[src/rtl/csm_pkg.sv]
// Shared types and constants for the sequential carry-save multiplier.
package csm_pkg;
  typedef enum logic [1:0] {IDLE, CALC, DONE} state_e;

  localparam int NIB_W      = 4;
  localparam int CORE_OUT_W = 9;

  // Ceiling log2 with a floor of 1 so a counter is never zero bits wide.
  function automatic int clog2(input int v);
    int r;
    r = 0;
    for (int i = 0; i < 31; i++)
      if ((1 << i) < v) r = i + 1;
    return (r < 1) ? 1 : r;
  endfunction
endpackage

[src/rtl/multiCS4.sv]
// Combinational 4x4 unsigned multiplier: two carry-save rows then one carry-propagate add.
module multiCS4
  import csm_pkg::*;
(
  input  logic [NIB_W-1:0]      i_a,
  input  logic [NIB_W-1:0]      i_b,
  output logic [CORE_OUT_W-1:0] o_p
);
  logic [NIB_W-1:0][2*NIB_W-1:0] w_pp;
  logic [2*NIB_W-1:0] w_s1, w_c1, w_s2, w_c2;

  for (genvar r = 0; r < NIB_W; r++) begin : g_pp
    assign w_pp[r] = (2*NIB_W)'({NIB_W{i_b[r]}} & i_a) << r;
  end

  assign w_s1 = w_pp[0] ^ w_pp[1] ^ w_pp[2];
  assign w_c1 = ((w_pp[0] & w_pp[1]) | (w_pp[0] & w_pp[2]) | (w_pp[1] & w_pp[2])) << 1;
  assign w_s2 = w_s1 ^ w_c1 ^ w_pp[3];
  assign w_c2 = ((w_s1 & w_c1) | (w_s1 & w_pp[3]) | (w_c1 & w_pp[3])) << 1;

  assign o_p = CORE_OUT_W'(w_s2) + CORE_OUT_W'(w_c2);
endmodule

[src/rtl/csm_mult_seq.sv]
// Iterative WIDTH x WIDTH unsigned multiplier time-sharing one 4x4 core.
module csm_mult_seq
  import csm_pkg::*;
#(
  parameter int WIDTH = 8
) (
  input  logic               clk,
  input  logic               rst_n,
  input  logic               in_valid,
  output logic               in_ready,
  input  logic [WIDTH-1:0]   factor1,
  input  logic [WIDTH-1:0]   factor2,
  output logic               out_valid,
  input  logic               out_ready,
  output logic [2*WIDTH-1:0] product,
  output logic               busy
);
  localparam int N     = WIDTH / NIB_W;
  localparam int STEPS = N * N;
  localparam int W2    = 2 * WIDTH;
  localparam int CNT_W = clog2(STEPS + 1);
  localparam int IDX_W = clog2(N);
  localparam int SH_W  = clog2(2 * N);

  state_e r_state, w_state_nxt;

  logic [WIDTH-1:0]      r_opa, r_opb;
  logic [W2-1:0]         r_acc;
  logic [CNT_W-1:0]      r_step;
  logic [IDX_W-1:0]      r_i, r_j;
  logic [NIB_W-1:0]      r_na, r_nb;
  logic [SH_W-1:0]       r_sh;
  logic                  r_sel_vld;

  logic [NIB_W-1:0]      w_nib_a, w_nib_b;
  logic [SH_W-1:0]       w_sh_nxt;
  logic [CORE_OUT_W-1:0] w_core;
  logic [W2-1:0]         w_pp;
  logic                  w_last;
  logic                  w_unused;

  // Nibble selects are registered, so the add for step k lands one cycle after its select;
  // r_step therefore runs 0..STEPS and the final add coincides with r_step == STEPS.
  assign w_nib_a  = NIB_W'(r_opa >> (NIB_W * 32'(r_i)));
  assign w_nib_b  = NIB_W'(r_opb >> (NIB_W * 32'(r_j)));
  assign w_sh_nxt = SH_W'(32'(r_i) + 32'(r_j));
  assign w_last   = (r_step == CNT_W'(STEPS));

  multiCS4 u_core (
    .i_a (r_na),
    .i_b (r_nb),
    .o_p (w_core)
  );

  // Bit 8 of a 4x4 product is always zero.
  assign w_unused = w_core[CORE_OUT_W-1];
  assign w_pp     = W2'(w_core[2*NIB_W-1:0]) << (NIB_W * 32'(r_sh));

  always_ff @(posedge clk or negedge rst_n) begin
    if (!rst_n) r_state <= IDLE;
    else        r_state <= w_state_nxt;
  end

  always_comb begin
    w_state_nxt = r_state;
    case (r_state)
      IDLE:    if (in_valid)  w_state_nxt = CALC;
      CALC:    if (w_last)    w_state_nxt = DONE;
      DONE:    if (out_ready) w_state_nxt = IDLE;
      default: w_state_nxt = IDLE;
    endcase
  end

  always_ff @(posedge clk or negedge rst_n) begin
    if (!rst_n) begin
      r_opa     <= '0;
      r_opb     <= '0;
      r_acc     <= '0;
      r_step    <= '0;
      r_i       <= '0;
      r_j       <= '0;
      r_na      <= '0;
      r_nb      <= '0;
      r_sh      <= '0;
      r_sel_vld <= 1'b0;
    end else begin
      case (r_state)
        IDLE: if (in_valid) begin
          r_opa     <= factor1;
          r_opb     <= factor2;
          r_acc     <= '0;
          r_step    <= '0;
          r_i       <= '0;
          r_j       <= '0;
          r_sel_vld <= 1'b0;
        end
        CALC: begin
          if (r_sel_vld) r_acc <= r_acc + w_pp;
          if (!w_last) begin
            r_na      <= w_nib_a;
            r_nb      <= w_nib_b;
            r_sh      <= w_sh_nxt;
            r_sel_vld <= 1'b1;
            r_step    <= r_step + 1'b1;
            if (r_j == IDX_W'(N - 1)) begin
              r_j <= '0;
              r_i <= r_i + 1'b1;
            end else begin
              r_j <= r_j + 1'b1;
            end
          end else begin
            r_sel_vld <= 1'b0;
          end
        end
        default: ;
      endcase
    end
  end

  assign in_ready  = (r_state == IDLE);
  assign out_valid = (r_state == DONE);
  assign busy      = (r_state != IDLE);
  assign product   = r_acc;
endmodule
[config.mk]
export PLATFORM = sky130hd
export DESIGN_NAME = csm_mult_seq
export DESIGN_NICKNAME = d
export VERILOG_FILES = /design/src/rtl/csm_pkg.sv /design/src/rtl/multiCS4.sv /design/src/rtl/csm_mult_seq.sv
export SDC_FILE = /design/constraint.sdc
export NUM_CORES = 1
export LEC_CHECK = 0
export CORE_MARGIN = 4
export CORE_UTILIZATION = 40
export DETAILED_ROUTE_END_ITERATION = 8
export PLACE_DENSITY = 0.59
export SETUP_SLACK_MARGIN = 0.3
export SLEW_MARGIN = 20
export SYNTH_ARGS = -nofsm -noshare
export SYNTH_HDL_FRONTEND = slang
export SYNTH_SLANG_ARGS = --single-unit
[constraint.sdc]
create_clock -name clk -period 12.47 [get_ports clk]
set_input_delay 3.741 -clock clk [delete_from_list [all_inputs] [get_ports clk]]
set_output_delay 3.741 -clock clk [all_outputs]
set_load 0.01 [all_outputs]
==> results of run 1 <==
## area by class of cell
type	instances	area (µm²)	share of cell area, %
Tap cell	102	128	3.38
Inverter	18	67.6	1.79
Multi-Input combinational cell	248	1830	48.4
Clock inverter	3	43.8	1.16
Sequential cell	50	1250	33.1
Timing Repair Buffer	40	390	10.3
Clock buffer	5	68.8	1.82
## metal layers
metal  track usage (%)  up-vias  routed length [µm]
li1                  -     1200                   -
met5                 0        -                   0
met1              19.1     1128                3050
met2              24.2       40                3060
met4              4.15        0                  86
met3              2.66        8                 209
## logic make-up after synthesis
group	share of synthesized area [%]
and+or+nand+nor	14.5
DFF	39.2
AOI/OAI and AO/OA	15.7
buffers and inverters	3.45
xor gates and xnor gates	4.12
muxes	8.78
adders and majority gates	14.2
## worst max-delay path, stage by stage
cell and delay (ns):
clkdlybuf4s50_1 0.47, and2_1 0.68, nor2_1 0.08, buf_4 0.24, o31ai_1 0.23
## worst max path at each step
stage,slack [ns],depth (start not counted),from,end
floorplan,7.57,4,in_valid,r_opa[0]
global placement,6.90,5,in_valid,product[2]
detailed placement,6.89,5,in_valid,product[2]
CTS,7.22,5,in_valid,product[2]
global route,7.08,5,in_valid,r_j
finish,7.26,5,in_valid,product[2]
## flip-flops by register name (all words and copies together), names as in the netlist
signal	count
r_sh	2
r_i	1
r_step	3
r_j	1
r_opb	8
r_na	4
product	16
r_opa	8
r_sel_vld	1
r_nb	4
r_state	2
## power by group through the flow
stage	Combinational [mW]	Clock [mW]	Sequential, mW
6_report	0.638	0.119	0.312
5_1_grt	0.728	0.132	0.326
4_1_cts	0.647	0.123	0.314
3_5_place_dp	0.643	0	0.318
3_3_place_gp	0.628	0	0.315
2_1_floorplan	0.484	0	0.295
## placed cells by master, fill, tap and decap left out, types with 2 or more instances in the layout
master           Yosys  layout
a211oi_1             2       2
fa_1                 7       7
o21ai_0             31      31
a22o_1               5       5
a21o_2               2       2
mux2_2              16      16
nor2_1              15      15
nand3_1              6       6
nor2b_1              5       5
dfrtp_1             50      50
o21bai_1             2       2
xor2_1               7       7
buf_4                0       2
clkbuf_8             0       5
o211ai_1             3       3
ha_1                25      25
nand2_1             46      46
or3_1                2       2
a21oi_1             12      12
and2_0               2       2
nand2b_1             3       3
clkdlybuf4s50_1      0      37
xnor2_1              8       8
o211a_1              2       2
and2_1              16      16
inv_1               18      18
a21o_1               5       5
mux2i_1             10      10
## stage by stage
stage / hold WS [ns] / std cells / total power [mW] / util, % / cell area [µm²]
floorplan: 0.475 / 327 / 0.779 / - / 3190
global placement: 0.490 / 458 / 0.943 / 47.4 / 3670
detailed placement: 0.496 / 458 / 0.960 / 47.4 / 3670
CTS: 0.519 / 466 / 1.08 / 48.9 / 3780
global route: 0.538 / 466 / 1.19 / 48.9 / 3780
finish: 0.511 / 466 / 1.07 / 48.9 / 3780
==> flow_metrics.py, run 1 <==
metrics = {
    "timing": {
        "setup_viol": 0,
        "setup_tns_ns": 0,
        "period_share_pct": 41.8,
        "worst_pin_slew_ns": 0.853,
        "clock.fmax_mhz": 192,
        "skew_ns": 0.0165,
        "drv_slew": 0,
        "rsz0062_at_grt": "no",
        "period_needed_ns": 5.21,
        "maxSlewHeadroom_pct": 43.1,
        "setup_ws_ns": 7.26,
        "hold_violations": 0,
    },
    "grt": {
        "antenna_found_initial": 0,
        "grt_pass1_wl_mm": 11.4,
        "grt_max_degree": 51,
        "overflow": 0,
        "grt_pass1_vias": 2395,
        "grt_usage_pct": 14.4,
    },
    "floorplanning": {
        "coreArea_um2": 7730,
        "die-area_um2": 9470,
        "io-pin-count": 39,
        "row_count": 32,
        "start_util_pct": 41.3,
        "die_h_um": 97.3,
        "die_x_um": 97.3,
    },
    "clock_network": {
        "htreeDepth": 2,
        "cts.sinks": 50,
        "cts_tree": "yes",
        "cts.path.max_buffers": 2,
        "cts.clk_slew.worst_paths_ns": 0.11,
        "cts_setup_buffers": 0,
        "cts_buffers": 5,
        "cts_hold_buf": 0,
        "cts-root-buf": "clkbuf_8",
        "cts_resized": 0,
        "clock_latency_ns": 0.31,
    },
    "detailed_routing": {
        "num_vias": 2376,
        "drcViolationCount": 0,
        "drt_first_pass_iters": 4,
        "detail_route.wl_per_cell_um": 13.8,
        "routed_wl_mm": 6.41,
        "first_iter_violations": 62,
        "vias_per_cell": 5.10,
        "antenna_left": 0,
    },
    "cells_and_area": {
        "fillers": 747,
        "nets": 415,
        "areaGrowthSynthToFinish_pct": 18.4,
        "drive_gt1_share_pct": 9.34,
        "antenna_cells": 0,
    },
    "logic_synthesis": {
        "syn-instance-count": 327,
        "synth_edf_count": 0,
        "yosysWarnings": 0,
        "yosysMostFrequentCell": "dfrtp_1",
        "synth_area_leaders": "dfrtp_1, ha_1, mux2_2, nand2_1, o21ai_0",
        "synth-main-ff-cell": "dfrtp_1",
        "synth.top_cells.by_count": "dfrtp_1, nand2_1, o21ai_0",
        "synth.yosys.seq_area_share_pct": 39.2,
        "ys_seq_elements": 50,
        "synth_top_area_share_pct": 39.2,
        "synth_nets": 379,
        "async_flop_share_pct": 100,
        "syn_area_um2": 3190,
        "avgSynthCellArea_um2": 9.76,
        "yosys.cell_types.count": 44,
        "synth_top_cell_by_area": "dfrtp_1",
    },
    "setup_path": {
        "path_class": "in2reg",
        "arrival_ns": 5.44,
        "path_max_fanout": 20,
        "r2r-end": "product[14]",
        "reg2reg_depth": 18,
        "crit_path_start_kind": "input port",
        "rrSetupSlack_ns": 7.72,
        "cp.required_ns": 12.70,
        "endpoint_kind": "flop",
        "timing.rr.start": "r_nb[0]",
    },
    "placement": {
        "place_congestion": 0.830,
        "hpwl_mm": 4.87,
        "preCtsSetupSlack_ns": 6.89,
        "portBuffers": 38,
    },
    "hold_path": {
        "min_path_type": "reg2reg",
        "min_from": "r_opb[7]",
        "holdPathEnd": "r_opb[7]",
        "hold_path_depth": 1,
    },
    "power": {
        "p_int_mw": 0.595,
        "p_seq_share_pct": 29.2,
        "cellLeakagePower_nw": 1.75,
        "combPwrFrac_pct": 59.7,
        "peakVddDrop_mv": 0.0982,
        "clock_power_share_pct": 11.1,
        "p_sw_mw": 0.475,
        "swShare_pct": 44.4,
        "p_per_area_nw_per_um2": 283,
    },
    "run": {
        "drv_cap": 0,
    },
    "status": {
        "status": "finished clean",
    },
}
(Power assumes the default switching activity.)
==> run 2: changes to the inputs <==
==> constraint.sdc (replaced) <==
create_clock -name clk -period 5.1 [get_ports clk]
set_input_delay 1.53 -clock clk [delete_from_list [all_inputs] [get_ports clk]]
set_output_delay 1.53 -clock clk [all_outputs]
set_load 0.01 [all_outputs]
==> flow_metrics.py, run 2 (synthesis results as in run 1) <==
metrics = {
    "setup_path": {
        "path_cells": "nand2_1 > fa_1 > inv_1 > fa_1 > ha_1 > inv_1 > fa_1 > o21ai_0 > and2_1 > ha_1 > a21o_1 > a221oi_4 > o21ai_2 > a311o_1 > a21oi_2 > xnor2_1 > o21ai_1",
        "crit_family": "adder cells",
        "path_max_fanout": 7,
        "cp.required_ns": 5.29,
        "cpMostUsedCell": "fa_1",
        "crit_path_start_kind": "flop",
        "cp_num_buf_inv": 2,
        "slowest_stage": "fa_1",
        "endpoint_kind": "flop",
        "arrival_ns": 4.71,
        "path_class": "reg2reg",
        "rrSetupSlack_ns": 0.58,
        "cpPeakStageDelay_ns": 0.55,
    },
    "timing": {
        "hold_violations": 0,
        "setup_tns_ns": 0,
        "period_needed_ns": 4.52,
        "rsz0062_at_grt": "no",
        "skew_ns": 0.00682,
        "drv_slew": 0,
        "maxSlewHeadroom_pct": 43.0,
        "setup_viol": 0,
        "clock.fmax_mhz": 221,
        "period_share_pct": 88.7,
        "worst_pin_slew_ns": 0.854,
    },
    "floorplanning": {
        "die-area_um2": 9470,
        "coreArea_um2": 7730,
        "row_count": 32,
        "io-pin-count": 39,
        "die_h_um": 97.3,
        "die_x_um": 97.3,
        "start_util_pct": 41.3,
    },
    "placement": {
        "portBuffers": 38,
        "hpwl_mm": 5.04,
        "place_congestion": 0.889,
        "placed_area_um2": 3670,
    },
    "grt": {
        "grt_usage_pct": 14.6,
        "antenna_found_initial": 0,
        "grt_pass1_wl_mm": 11.5,
        "overflow": 0,
        "grt_max_degree": 51,
        "grt_pass1_vias": 2421,
    },
    "power": {
        "p_int_mw": 1.47,
        "combPwrFrac_pct": 60.3,
        "p_seq_share_pct": 28.9,
        "p_per_area_nw_per_um2": 697,
        "clock_power_share_pct": 10.9,
        "peakVddDrop_mv": 0.217,
        "cellLeakagePower_nw": 1.74,
        "swShare_pct": 44.4,
        "p_sw_mw": 1.18,
    },
    "hold_path": {
        "min_path_type": "reg2reg",
    },
    "status": {
        "status": "finished clean",
    },
    "cells_and_area": {
        "areaGrowthSynthToFinish_pct": 18.9,
        "drive_gt1_share_pct": 10.1,
        "nets": 416,
        "mostFrequentLayoutCells": "dfrtp_1, nand2_1, clkdlybuf4s50_1",
        "largest_reg_flops": 16,
        "final_common_cell": "dfrtp_1",
        "final_cell_area_um2": 3790,
        "antenna_cells": 0,
    },
    "detailed_routing": {
        "vias_per_cell": 5.12,
        "first_iter_violations": 79,
        "drt_first_pass_iters": 4,
        "num_vias": 2392,
        "drcViolationCount": 0,
        "antenna_left": 0,
        "routed_wl_mm": 6.65,
        "detail_route.wl_per_cell_um": 14.2,
    },
    "clock_network": {
        "cts.sinks": 50,
        "htreeDepth": 2,
        "cts.path.max_buffers": 2,
        "cts_buffers": 5,
        "cts_hold_buf": 0,
        "clock_latency_ns": 0.31,
        "cts_tree": "yes",
        "cts-root-buf": "clkbuf_8",
        "cts.clk_slew.worst_paths_ns": 0.09,
    },
    "run": {
        "drv_cap": 0,
    },
}
[run 2: layout make-up]
type / count / area [µm²]
Multi-Input combinational cell: 248 / 1840
Clock inverter: 2 / 37.5
Clock buffer: 6 / 72.6
Fill cell: 727 / 3930
Timing Repair Buffer: 41 / 398
Sequential cell: 50 / 1250
Tap cell: 102 / 128
Inverter: 18 / 67.6
[run 2: worst reg2reg max path, delay by kind of cell, from the launching register on]
family          cells  cell delay (ns)
simple gates        2             0.28
fa+ha+maj           5             2.06
flops               1             0.42
compound gates      7             1.40
xor+xnor            1             0.13
buf+inv             2             0.12
[run 2: metal layers]
metal	track usage (%)	vias to the layer above	share of wire [%]
li1	-	1194	-
met1	18.7	1136	45
met2	25.1	53	49
met3	2.80	9	4.3
met4	4.26	0	1.5
met5	0	-	0
[run 2: path summary, 6_finish.rpt]
path,start,depth (start not counted),endpoint
worst min register to register,r_opa[6],1,r_opa[6]
worst max register to register,r_nb[0],17,product[14]
min in group asynchronous,rst_n,2,product[5]
worst min-delay path,r_opa[6],1,r_opa[6]
max in group asynchronous,rst_n,2,r_nb[0]
worst max-delay path,r_nb[0],17,product[14]
[run 2: power groups by stage]
stage | registers (mW) | logic [mW] | clock network (mW)
2_1_floorplan | 0.722 | 1.18 | 0
3_3_place_gp | 0.766 | 1.55 | 0
3_5_place_dp | 0.772 | 1.58 | 0
4_1_cts | 0.765 | 1.60 | 0.297
5_1_grt | 0.792 | 1.80 | 0.316
6_report | 0.763 | 1.59 | 0.288
[run 2: repair_timing]
item / 4_1_cts / 5_1_grt
setup buffers: 0 / 1
gates resized for setup: 0 / 3
endpoints found under the setup margin: 0 / 2
[run 2: stage by stage]
| step | power, mW | std cells | setup WS (ns) | hold WS, ns | util (%) |
|---|---|---|---|---|---|
| after global placement | 2.32 | 458 | 0.624 | 0.490 | 47.4 |
| after detailed placement | 2.36 | 458 | 0.489 | 0.496 | 47.4 |
| after CTS | 2.66 | 466 | 0.487 | 0.519 | 48.9 |
| final | 2.64 | 467 | 0.578 | 0.516 | 49.1 |
| after global routing | 2.90 | 467 | 0.307 | 0.536 | 49.1 |
| after floorplan | 1.91 | 327 | 0.829 | 0.475 | - |
==> variant: new RTL, config.mk and constraints of run 2 <==
Reset style: synchronous (`rst_n`), changed in 2 clocked blocks.
--- a/src/rtl/csm_mult_seq.sv
+++ b/src/rtl/csm_mult_seq.sv
@@ -58,3 +58,3 @@
 
-  always_ff @(posedge clk or negedge rst_n) begin
+  always_ff @(posedge clk) begin
     if (!rst_n) r_state <= IDLE;
@@ -73,3 +73,3 @@
 
-  always_ff @(posedge clk or negedge rst_n) begin
+  always_ff @(posedge clk) begin
     if (!rst_n) begin
Formal check against the unedited RTL: differs if rst_n is asserted again (counterexample within 4 cycles, from zero or initial values and one cycle with rst_n low); with rst_n held inactive, the same outputs for 4 cycles.
==> variant against run 2 <==
- routed wire length grew 3.9%
- final cell count increased by 9.0%
- synthesized area increased by 1.2%
- worst hold slack got worse by 0.049 ns
- utilization is essentially flat
- worst setup slack improved by 0.11 ns
- sequential cell count is the same
- final area grew 1.0%
- die area is 1.1% higher
- critical endpoint is now product[14]$_SDFFE_PN0P_
- largest cell class unchanged
Power is left out: it rests on default switching activity, and per cell area and clock period it moved more than threefold.
==> variant: results <==
run_status:
  outcome: "finished clean"
synthesis:
  yosysWarningCount: 0
  ys_async_sr_fraction_pct: 0
  post_synth_main_area_contributors: "dfxtp_1, ha_1, nand2_1, fa_1, a21boi_0"
  synth_edf_count: 0
  synthDistinctLibCells: 47
  synth_most_common_cell: "nand2_1"
  ys_top_cells_by_count: "nand2_1, dfxtp_1, ha_1"
  synth_fp_nets: 426
  synth-seq-area-share_pct: 31.00
  ys.flop_type: "dfxtp_1"
placement:
  place.gp.congestion: 0.8534
  dp_slack_ns: 0.6771
  place_hpwl_um: 5262
  portBuffers: 38
worst_setup_path:
  cpMaxStageDelayCell: "fa_1"
  r2r_end: "product[14]$_SDFFE_PN0P_"
  ff2ff_path_depth: 17
  cp.arrival_ns: 4.61
  r2r-start: "r_nb[0]$_SDFFE_PN0P_"
  cp_max_fo: 7
  reg2reg_slack_ns: 0.69
grt:
  grt_usage_pct: 14.75
  first_global_vias: 2581
  grt_pass1_wl_um: 11900
  use_met2_pct: 24.35
  grt_max_degree: 45
  overflow: 0
  grtUsageMet3_pct: 2.643
  grtUsageMet1_pct: 19.49
  antenna_found_initial: 0
clocking:
  clk_pin_slew_ns: 0.10
  numCtsBuffers: 5
  postCtsSetupBuffers: 0
  ctsResizeCount: 0
  cts.path.max_buffers: 2
  root_buffer: "clkbuf_8"
  h-tree-depth: 2
  clkLatencyLatePin_ns: 0.31
cells_and_area:
  diodes: 0
  largest_register_ffs: 16
  nNetsFinal: 458
  drive_above_1_share_pct: 6.388
  fill_cells: 760
routing:
  wl_per_cell_um: 13.58
  drt-vias-per-instance: 5.171
  drtIter0Drc: 76
  drtPass1Iterations: 4
min_path:
  worstHoldPathCells: 2
  hp-class: "reg2reg"
  hold-path-endpoint: "r_opa[3]$_SDFFE_PN0P_"
  worstHoldStart: "r_opa[3]$_SDFFE_PN0P_"
sta:
  tightest_slew_ns: 0.7255
  finClkSkew_ns: 0.009788
[variant: cell types whose count changed after synthesis, moves of 4 or more]
cell and delta:
buf_2 +4, dfxtp_1 +50, inv_1 -4, dfrtp_1 -50, o21ai_0 -20, a22oi_1 +7
nor2b_1 +15, nand2_1 +16, o211a_1 +6, mux2_2 -16, xor2_1 +4, a21boi_0 +17
o21ai_1 +5
[variant: worst max path at each step]
stage	from	to	slack [ns]	depth (start not counted)
finish	r_nb[0]$_SDFFE_PN0P_	product[14]$_SDFFE_PN0P_	0.69	17
global route	r_nb[0]$_SDFFE_PN0P_	product[14]$_SDFFE_PN0P_	0.43	17
CTS	r_nb[0]$_SDFFE_PN0P_	product[14]$_SDFFE_PN0P_	0.66	17
detailed placement	r_nb[0]$_SDFFE_PN0P_	product[14]$_SDFFE_PN0P_	0.68	17
global placement	r_nb[0]$_SDFFE_PN0P_	product[14]$_SDFFE_PN0P_	0.76	17
floorplan	r_nb[0]$_SDFFE_PN0P_	product[15]$_SDFFE_PN0P_	1.11	17
[variant: cell type report]
class / instances / area share (%)
Clock buffer: 6 / 2.155
Clock inverter: 2 / 1.567
Inverter: 14 / 1.371
Multi-Input combinational cell: 295 / 55.14
Sequential cell: 50 / 26.12
Tap cell: 102 / 3.330
Timing Repair Buffer: 40 / 10.32
[variant: per-stage QoR]
step / area (um2) / cells / hold WS (ns) / util (%)
6_report: 3832 / 509 / 0.4671 / 49.09
4_1_cts: 3832 / 509 / 0.4717 / 49.09
5_1_grt: 3832 / 509 / 0.4844 / 49.09
2_1_floorplan: 3229 / 374 / 0.4428 / -
3_5_place_dp: 3690 / 501 / 0.4573 / 47.26
3_3_place_gp: 3690 / 501 / 0.4519 / 47.26
[variant: cells by family after synthesis]
logic type | count (synthesis) | synth area share (%)
compound gates | 99 | 22.90
xor+xnor | 17 | 4.611
fa+ha+maj | 32 | 14.03
buf+inv | 29 | 3.564
flops | 50 | 31.00
mux | 11 | 3.410
simple gates | 136 | 20.50
[variant: critical path, delay by kind of cell, from the launching register on]
| family | cells | cell delay, ns |
|---|---|---|
| compound gates | 7 | 1.29 |
| buf+inv | 2 | 0.11 |
| simple gates | 2 | 0.30 |
| xor+xnor | 1 | 0.17 |
| fa+ha+maj | 5 | 1.99 |
| flops | 1 | 0.44 |
[variant: routing by layer]
metal | up-vias | wire length (um)
li1 | 1357 | -
met2 | 46 | 3204
met5 | - | 0
met1 | 1218 | 3358
met4 | 0 | 129
met3 | 11 | 220
